**config.mk**
```make
export PLATFORM = sky130hd
export DESIGN_NAME = video_timing_gen
export DESIGN_NICKNAME = d
export VERILOG_FILES = /design/src/rtl/video_timing_pkg.sv /design/src/rtl/sig_delay.sv /design/src/rtl/video_timing_gen.sv
export SDC_FILE = /design/constraint.sdc
export NUM_CORES = 1
export LEC_CHECK = 0
export CELL_PAD_IN_SITES_DETAIL_PLACEMENT = 0
export CELL_PAD_IN_SITES_GLOBAL_PLACEMENT = 2
export CORE_AREA = 3 3 94 96
export CTS_CLUSTER_DIAMETER = 200
export DETAILED_ROUTE_END_ITERATION = 10
export DIE_AREA = 0 0 97 99
export GPL_TIMING_DRIVEN = 0
export PLACE_DENSITY = 0.68
export REMOVE_ABC_BUFFERS = 1
export SYNTH_ARGS = -nofsm -noshare
export SYNTH_HDL_FRONTEND = slang
export SYNTH_HIERARCHICAL = 1
export SYNTH_SLANG_ARGS = --single-unit
export TNS_END_PERCENT = 5
```
**constraint.sdc**
```tcl
create_clock -name clk_in -period 8.6 [get_ports clk_in]
set_clock_uncertainty 0.2 [all_clocks]
set_input_delay 0.86 -clock clk_in [delete_from_list [all_inputs] [get_ports clk_in]]
set_output_delay 0.86 -clock clk_in [all_outputs]
set_load 0.005 [all_outputs]
```
**src/rtl/video_timing_pkg.sv**
```systemverilog
// Shared raster constants, count widths and the sync/active decode used by the
// timing generator and by any reference model of it.
package video_timing_pkg;

  localparam int H_ACTIVE_720P = 1280;
  localparam int H_FP_720P     = 110;
  localparam int H_SYNC_720P   = 40;
  localparam int H_BP_720P     = 220;
  localparam int V_ACTIVE_720P = 720;
  localparam int V_FP_720P     = 5;
  localparam int V_SYNC_720P   = 5;
  localparam int V_BP_720P     = 20;
  localparam int H_TOTAL_720P  = H_ACTIVE_720P + H_FP_720P + H_SYNC_720P + H_BP_720P;
  localparam int V_TOTAL_720P  = V_ACTIVE_720P + V_FP_720P + V_SYNC_720P + V_BP_720P;

  localparam int H_CNT_W = 11;
  localparam int V_CNT_W = 10;
  localparam int FC_W    = 6;

  typedef struct packed {
    int h_active;
    int h_fp;
    int h_sync;
    int h_bp;
    int v_active;
    int v_fp;
    int v_sync;
    int v_bp;
  } timing_t;

  // Bit order hs, vs, ad is relied upon wherever flags are packed into a vector.
  typedef struct packed {
    logic hs;
    logic vs;
    logic ad;
  } flags_t;

  function automatic int h_total(input timing_t t);
    return t.h_active + t.h_fp + t.h_sync + t.h_bp;
  endfunction

  function automatic int v_total(input timing_t t);
    return t.v_active + t.v_fp + t.v_sync + t.v_bp;
  endfunction

  function automatic flags_t timing_flags(input timing_t t,
                                          input logic [H_CNT_W-1:0] h,
                                          input logic [V_CNT_W-1:0] v);
    flags_t f;
    int     hi;
    int     vi;
    hi   = int'(h);
    vi   = int'(v);
    f.hs = (hi >= t.h_active + t.h_fp) && (hi < t.h_active + t.h_fp + t.h_sync);
    f.vs = (vi >= t.v_active + t.v_fp) && (vi < t.v_active + t.v_fp + t.v_sync);
    f.ad = (hi < t.h_active) && (vi < t.v_active);
    return f;
  endfunction

endpackage

```
**src/rtl/sig_delay.sv**
```systemverilog
// Fixed-latency shift register; DEPTH=0 degenerates to a plain wire.
module sig_delay #(
  parameter int WIDTH = 1,
  parameter int DEPTH = 1
) (
  input  logic             clk_in,
  input  logic             rst_in,
  input  logic [WIDTH-1:0] d,
  output logic [WIDTH-1:0] q
);

  if (DEPTH == 0) begin : g_wire
    logic unused_clk_rst;
    assign unused_clk_rst = clk_in ^ rst_in;
    assign q = d;
  end else begin : g_pipe
    for (genvar gi = 0; gi < DEPTH; gi++) begin : g_stage
      logic [WIDTH-1:0] stage_reg;
      logic [WIDTH-1:0] stage_next;

      if (gi == 0) begin : g_first
        assign stage_next = d;
      end else begin : g_rest
        assign stage_next = g_stage[gi-1].stage_reg;
      end

      always_ff @(posedge clk_in or posedge rst_in) begin
        if (rst_in) begin
          stage_reg <= '0;
        end else begin
          stage_reg <= stage_next;
        end
      end
    end
    assign q = g_stage[DEPTH-1].stage_reg;
  end

endmodule

```
**src/rtl/video_timing_gen.sv**
```systemverilog
// Raster counter with registered sync/active/new-frame flags, frame counter and
// a latency-matched copy of {hs, vs, ad} for the TMDS encoders.
module video_timing_gen
  import video_timing_pkg::*;
#(
  parameter int H_ACTIVE   = H_ACTIVE_720P,
  parameter int H_FP       = H_FP_720P,
  parameter int H_SYNC     = H_SYNC_720P,
  parameter int H_BP       = H_BP_720P,
  parameter int V_ACTIVE   = V_ACTIVE_720P,
  parameter int V_FP       = V_FP_720P,
  parameter int V_SYNC     = V_SYNC_720P,
  parameter int V_BP       = V_BP_720P,
  parameter int FRAME_WRAP = 60,
  parameter int DLY        = 2
) (
  input  logic               clk_in,
  input  logic               rst_in,
  output logic [H_CNT_W-1:0] hcount_out,
  output logic [V_CNT_W-1:0] vcount_out,
  output logic               hs_out,
  output logic               vs_out,
  output logic               ad_out,
  output logic               nf_out,
  output logic [FC_W-1:0]    fc_out,
  output logic               hs_dly_out,
  output logic               vs_dly_out,
  output logic               ad_dly_out
);

  localparam timing_t CFG = '{
    h_active: H_ACTIVE, h_fp: H_FP, h_sync: H_SYNC, h_bp: H_BP,
    v_active: V_ACTIVE, v_fp: V_FP, v_sync: V_SYNC, v_bp: V_BP
  };
  localparam int H_TOTAL = h_total(CFG);
  localparam int V_TOTAL = v_total(CFG);

  localparam logic [H_CNT_W-1:0] H_LAST  = H_CNT_W'(H_TOTAL - 1);
  localparam logic [V_CNT_W-1:0] V_LAST  = V_CNT_W'(V_TOTAL - 1);
  localparam logic [H_CNT_W-1:0] NF_H    = H_CNT_W'(H_ACTIVE);
  localparam logic [V_CNT_W-1:0] NF_V    = V_CNT_W'(V_ACTIVE);
  localparam logic [FC_W-1:0]    FC_LAST = FC_W'(FRAME_WRAP - 1);

  if (H_TOTAL > 2048 || V_TOTAL > 1024 || FRAME_WRAP < 1 || FRAME_WRAP > 64 || DLY < 0)
  begin : g_param_check
    $error("video_timing_gen: timing parameters do not fit the counter widths");
  end

  logic [H_CNT_W-1:0] hcount_reg, hcount_next;
  logic [V_CNT_W-1:0] vcount_reg, vcount_next;
  logic [FC_W-1:0]    fc_reg, fc_next;
  flags_t             flags_reg, flags_next;
  logic               nf_reg, nf_next;
  logic               line_end;
  logic [2:0]         flags_dly;

  // Flags decode the next position so they land in the same cycle as the counters.
  always_comb begin
    line_end    = (hcount_reg == H_LAST);
    hcount_next = line_end ? '0 : hcount_reg + H_CNT_W'(1);
    vcount_next = vcount_reg;
    if (line_end) begin
      vcount_next = (vcount_reg == V_LAST) ? '0 : vcount_reg + V_CNT_W'(1);
    end
    flags_next = timing_flags(CFG, hcount_next, vcount_next);
    nf_next    = (hcount_next == NF_H) && (vcount_next == NF_V);
    fc_next    = fc_reg;
    if (nf_next) begin
      fc_next = (fc_reg == FC_LAST) ? '0 : fc_reg + FC_W'(1);
    end
  end

  // Reset parks at the last blanking pixel so the first edge lands on (0,0).
  always_ff @(posedge clk_in or posedge rst_in) begin
    if (rst_in) begin
      hcount_reg <= H_LAST;
      vcount_reg <= V_LAST;
      flags_reg  <= '0;
      nf_reg     <= 1'b0;
      fc_reg     <= '0;
    end else begin
      hcount_reg <= hcount_next;
      vcount_reg <= vcount_next;
      flags_reg  <= flags_next;
      nf_reg     <= nf_next;
      fc_reg     <= fc_next;
    end
  end

  sig_delay #(
    .WIDTH(3),
    .DEPTH(DLY)
  ) u_flags_dly (
    .clk_in(clk_in),
    .rst_in(rst_in),
    .d     (flags_reg),
    .q     (flags_dly)
  );

  assign hcount_out = hcount_reg;
  assign vcount_out = vcount_reg;
  assign hs_out     = flags_reg.hs;
  assign vs_out     = flags_reg.vs;
  assign ad_out     = flags_reg.ad;
  assign nf_out     = nf_reg;
  assign fc_out     = fc_reg;
  assign hs_dly_out = flags_dly[2];
  assign vs_dly_out = flags_dly[1];
  assign ad_dly_out = flags_dly[0];

endmodule
```
### Yosys cells after proc, flatten, opt, wreduce, memory -nomap -nowiden

Cells that the tools add are included.

| storage, ports and cells | value |
|---|---|
| bits in registers | 37 |
| bits of input ports | 2 |
| output and inout bits | 34 |
| word-level logic and storage cells | 31 |

| operators by class | value |
|---|---|
| add/subtract/negate cells | 3 |
| magnitude comparators | 6 |
| equal/unequal tests | 5 |
| muxes and demuxes | 4 |
| reductions and logical operators | 4 |

Operator list:

| cell | count |
|---|---|
| 11-bit equality test, second input constant | 2 |
| 11-bit less-than comparator, second input constant | 2 |
| 10-bit equality test, second input constant | 2 |
| 10-bit less-than comparator, second input constant | 2 |
| 10-bit 2-to-1 mux | 2 |
| 11-bit by 1-bit adder with 11-bit output, second input constant | 1 |
| 11-bit greater-or-equal comparator, second input constant | 1 |
| 11-bit 2-to-1 mux | 1 |
| 10-bit by 1-bit adder with 10-bit output, second input constant | 1 |
| 10-bit greater-or-equal comparator, second input constant | 1 |
| 6-bit by 1-bit adder with 6-bit output, second input constant | 1 |
| 6-bit equality test, second input constant | 1 |
| 6-bit 2-to-1 mux | 1 |
| 1-bit logical AND | 4 |

### Longest topological paths before layout

| depth | value |
|---|---|
| depth in word-level cells | 5 |
| mapped depth | 10 |
| depth with buffers taken out | 9 |

### Modules after synthesis

Netlist, hierarchy kept.

Modules (own cells, without submodules):

| module | times used | cells an instance | area each (sq um) | sequential area each (sq um) |
|---|---|---|---|---|
| video_timing_gen | 1 | 190 | 1865.5 | 792.0 |
| sig_delay | 1 | 7 | 153.9 | 150.1 |

### Worst setup path after synthesis

No wires, ideal clock.

| path | value |
|---|---|
| path type | flip-flop to flip-flop |
| start | register hcount_reg[0], in the netlist hcount_out[0] |
| end | register fc_reg[1], in the netlist fc_out[1] |
| setup time | 0.125 ns |
| arrival time | 3.048 ns |
| data required time | 8.275 ns |
| path slack | 5.227 ns |
| stages on the path, launching flop included | 10 |
| path buffers | 1 |
| clock period less this slack | 3.373 ns |
| cell sequence | dfstp_2 ha_1 or4b_4 or3_4 buf_6 o21ai_0 o211ai_2 nor4b_4 and2_4 mux2_4 |

| between the ends | value |
|---|---|
| longest elaborated chain between the ends | 4 |
| elaborated cells on any way between the ends | 7 |
| classes of those cells | add/sub (1); eq/ne (3); mux (2); reduce/logical (1) |

RTL lines:

| item | RTL line | RTL |
|---|---|---|
| start, declared | video_timing_gen.sv:49 | `logic [H_CNT_W-1:0] hcount_reg, hcount_next;` |
| start signal, assigned | video_timing_gen.sv:82 | `hcount_reg <= hcount_next;` |
| 11-bit by 1-bit adder with 11-bit output or 11-bit equality test (tied branches) | video_timing_gen.sv:60, video_timing_gen.sv:59 |  |
| 11-bit 2-to-1 mux or 10-bit 2-to-1 mux (tied branches) | video_timing_gen.sv:60, video_timing_gen.sv:62 |  |
| 11-bit equality test or 10-bit equality test (tied branches) | video_timing_gen.sv:66 | `nf_next = (hcount_next == NF_H) && (vcount_next == NF_V);` |
| 1-bit logical AND * | video_timing_gen.sv:66 |  |
| end signal, assigned | video_timing_gen.sv:86 | `fc_reg <= fc_next;` |
| end, declared | video_timing_gen.sv:51 | `logic [FC_W-1:0] fc_reg, fc_next;` |

Every way passes the cells marked *; elsewhere a longest branch is shown, timed or not.
A chain may end at the register's enable or synchronous reset.

### Worst setup path in the final report

| path | value |
|---|---|
| start | register hcount_reg[0], in the netlist hcount_out[0] |
| end | register fc_reg[1], in the netlist fc_out[1] |

| between the ends | value |
|---|---|
| longest elaborated chain between the ends | 4 |
| elaborated cells on any way between the ends | 7 |
| classes of those cells | add/sub (1); eq/ne (3); mux (2); reduce/logical (1) |

RTL lines:

| item | RTL line | RTL |
|---|---|---|
| 11-bit equality test | video_timing_gen.sv:59 | `line_end = (hcount_reg == H_LAST);` |
| 10-bit 2-to-1 mux | video_timing_gen.sv:62 | `if (line_end) begin` |
| net vcount_next[1] | video_timing_gen.sv:50 | `logic [V_CNT_W-1:0] vcount_reg, vcount_next;` |
| 10-bit equality test | video_timing_gen.sv:66 |  |
| 1-bit logical AND | video_timing_gen.sv:66 |  |

The timed path passes the listed nets, and every way through them passes these cells.

==> results.txt <==
The run finished with clean final reports. The sequential share of the synthesized area came out at 46.7%. The root buffer cell chosen for the clock tree is clkbuf_8. The routability congestion estimate is 0.756. The count of final hold-check violations is 0. The most frequent standard cell in the layout excluding fill and tap cells is clkdlybuf4s50_1. The library cells used most frequently in the layout, excluding fill and tap cells, are clkdlybuf4s50_1 (35), dfrtp_1 (24), nor2_1 (18). The maximum frequency from static timing analysis is 253 MHz. The distinct cell type count after synthesis came out at 50. The routed wire length is 4890 um. The via count of the first global-routing pass came to 1704. The total of buffers placed on input and output ports is 35. The share of the clock period used by the worst path after layout came out at 46.0%. In this run the remaining antenna-violating nets after routing total 0. The deepest clock path buffer count is 2. The post-synthesis average cell area came out at 10.3 um2. The ratio of cells with drive above 1 in the final layout came out at 19.8%.

The region available for standard cell placement spans 8130 um2. The chip height is 99 um. The critical path arrival is 3.93 ns. The final-report max-slew violation count is 0. The worst-case headroom to the max-slew limit came out at 44.6%. Tracing the worst setup path back leads to its startpoint at hcount_out[0]$_DFF_PP1_. The post-cts repair resize count is 0. The number of diodes added for antenna fixing came out at 0. The initial core utilization is 24.8%. After legalization and detailed placement, the total HPWL measured 3550 um. After layout, the minimum clock period comes to 3.95 ns. The combined global-route utilization of all metal layers is 10.9%. The setup path with the least slack is of type flip-flop to flip-flop. The clock tree from TritonCTS is built. In the synthesized netlist the dominant register cell turns out to be dfrtp_1. The register with the most flip-flops in the layout has 11 of them. The count of endpoints failing setup in the final report is 0. For this block, the via count after detailed routing is 1613. The post-route core utilization is 31.9%. The synthesized design contains 0 enable-type register cells.

In this run the worst hold path is classified as flip-flop to flip-flop. Power spread over the standard cell area amounts to 115 nW/um2. The initial antenna violation count is 0. The final-stage net count is 243. The largest net degree at the start of global routing is 32. 36 I/O pins were placed.

The warning count from the yosys run is 6. The async set-reset flop share out of synthesis is 100%. Dividing the detail-routed wire length by the instance count gives 14.3 um. The multi-input combinational cells in the finished layout cover a total of 1010 um2. Power comes to 0.299 mW. The startpoint type of the worst setup path is a flip-flop.

The filler cell count in the final layout came out at 846. The number of design rule violations left after detail routing came out at 0. In this run, synthesis produced a sequential element count of 37. In this run the worst path has a maximum fanout of 11. VDD sags by at most 0.0424 mV. The overall die area is 9600 um2.

The standard-cell row count is 33. The count of hold buffers inserted by post-cts repair came out at 0. The first detailed-routing pass ran for 4 iterations.

The number of buffers inserted during clock tree synthesis is 5. The die is 97 um wide. At the later pin of the worst-skew pair, clock insertion delay measures 0.29 ns. The worst setup path is captured at a flip-flop.

The synthesized instance count came out at 197. The leakage power is 0.976 nW. The mapped netlist covers 2020 um2. The wire length of the first global-routing pass is 8520 um. The number of max-cap violations is 0. The post-CTS setup buffer count came out at 0.

The number of violations reported at the end of detailed-routing iteration 0 is 47. Counting every sink on the clock net gives 37. Setup repair after global routing left no endpoint under its margin. The reg-to-reg critical path startpoint is hcount_out[0]$_DFF_PP1_.

The number of vias per cell after detailed routing is 4.72. At the pin with the least slew margin, the transition time is 0.827 ns. The area growth from synthesis to layout is 28.4%. Summed over all layers, the global routing overflow is 0. The worst hold path begins at u_flags_dly/g_pipe.g_stage[0].stage_reg[2]$_DFF_PP0_. For the worst setup path, the data required time is 8.58 ns. The final total negative setup slack is 0 ns. The clock transition at the register clock pins on the worst setup and hold paths after CTS came out at 0.08 ns. The sequential cells in the finished layout cover a total of 942 um2.

The depth of the CTS H-tree is 2.
[path summary, 6_finish.rpt]
kind / depth (start not counted) / slack [ns] / endpoint
setup reg to reg: 8 / 4.65 / fc_out[1]$_DFFE_PP0P_
min in group asynchronous: 2 / 0.61 / u_flags_dly/g_pipe.g_stage[0].stage_reg[2]$_DFF_PP0_
hold reg to reg: 0 / 0.16 / u_flags_dly/q[2]$_DFF_PP0_
setup / recovery: 8 / 4.65 / fc_out[1]$_DFFE_PP0P_
max in group asynchronous: 3 / 7.06 / hcount_out[5]$_DFF_PP1_
hold / removal: 0 / 0.16 / u_flags_dly/q[2]$_DFF_PP0_
[cells in the mapped netlist (3+ instances only)]
master   number  area share (%)
dfrtp_1      24              30
a21oi_1       7             1.7
nand3_1      13             3.2
nand4_1       9             2.8
and2_1        5             1.5
ha_1          5             3.1
mux2i_1       3             1.5
xnor2_1       8             3.5
o21ai_0      10             2.5
a31oi_1       5             1.5
and3_1        3            0.93
or3_1         4             1.2
inv_1        14             2.6
dfstp_2      13              17
nor2_1       18             3.3
nand2_1      12             2.2
nor3_1        3            0.74
[per-stage QoR]
step                hold WS [ns]  setup WS [ns]  cell area [um2]  instances
detailed placement         0.138           4.18             2480        333
CTS                        0.160           4.16             2560        341
global route               0.162           4.42             2590        342
global placement           0.133           4.17             2480        333
floorplan                  0.131           4.85             2000        193
finish                     0.156           4.65             2590        342
[worst max-delay path, stage by stage, from the launching register on]
cell and delay (ns):
dfstp_2 0.62, ha_1 0.16, or4b_4 0.49, nor3_2 0.69
mux2_2 0.44, or2_4 0.25, nor4b_4 0.44, and2_4 0.25
mux2_4 0.30
[where the power goes]
| group | internal, mW | switching [mW] |
|---|---|---|
| Clock | 0.0563 | 0.0633 |
| Sequential | 0.174 | 0 |
| Combinational | 0.00173 | 0.00376 |
| Total | 0.232 | 0.0671 |
[metal layers]
layer / GRT usage, % / up-vias / wire length [um]
li1: - / 795 / -
met1: 14.6 / 775 / 2410
met2: 16.6 / 39 / 2220
met3: 3.89 / 4 / 222
met4: 3.13 / 0 / 44
met5: 0 / - / 0
[layout make-up]
class,instances,share of cell area [%]
clock buffer,6,2.80
tap,105,5.07
sequential,37,36.3
timing repair buffer,36,14.6
inverter,14,2.03
clock inverter,2,0.386
multi-input combinational,142,38.8
[logic make-up (layout without fill, tap and decap cells)]
| group | after synthesis | after routing | share of synthesized area, % |
|---|---|---|---|
| simple gates | 86 | 86 | 26.8 |
| flops | 37 | 37 | 46.7 |
| compound gates | 35 | 35 | 11.7 |
| fa+ha+maj | 5 | 5 | 3.10 |
| xor+xnor | 9 | 9 | 3.90 |
| buf+inv | 18 | 58 | 3.78 |
| mux | 7 | 7 | 4.09 |
Note: power is estimated with default switching activity, not from simulation.
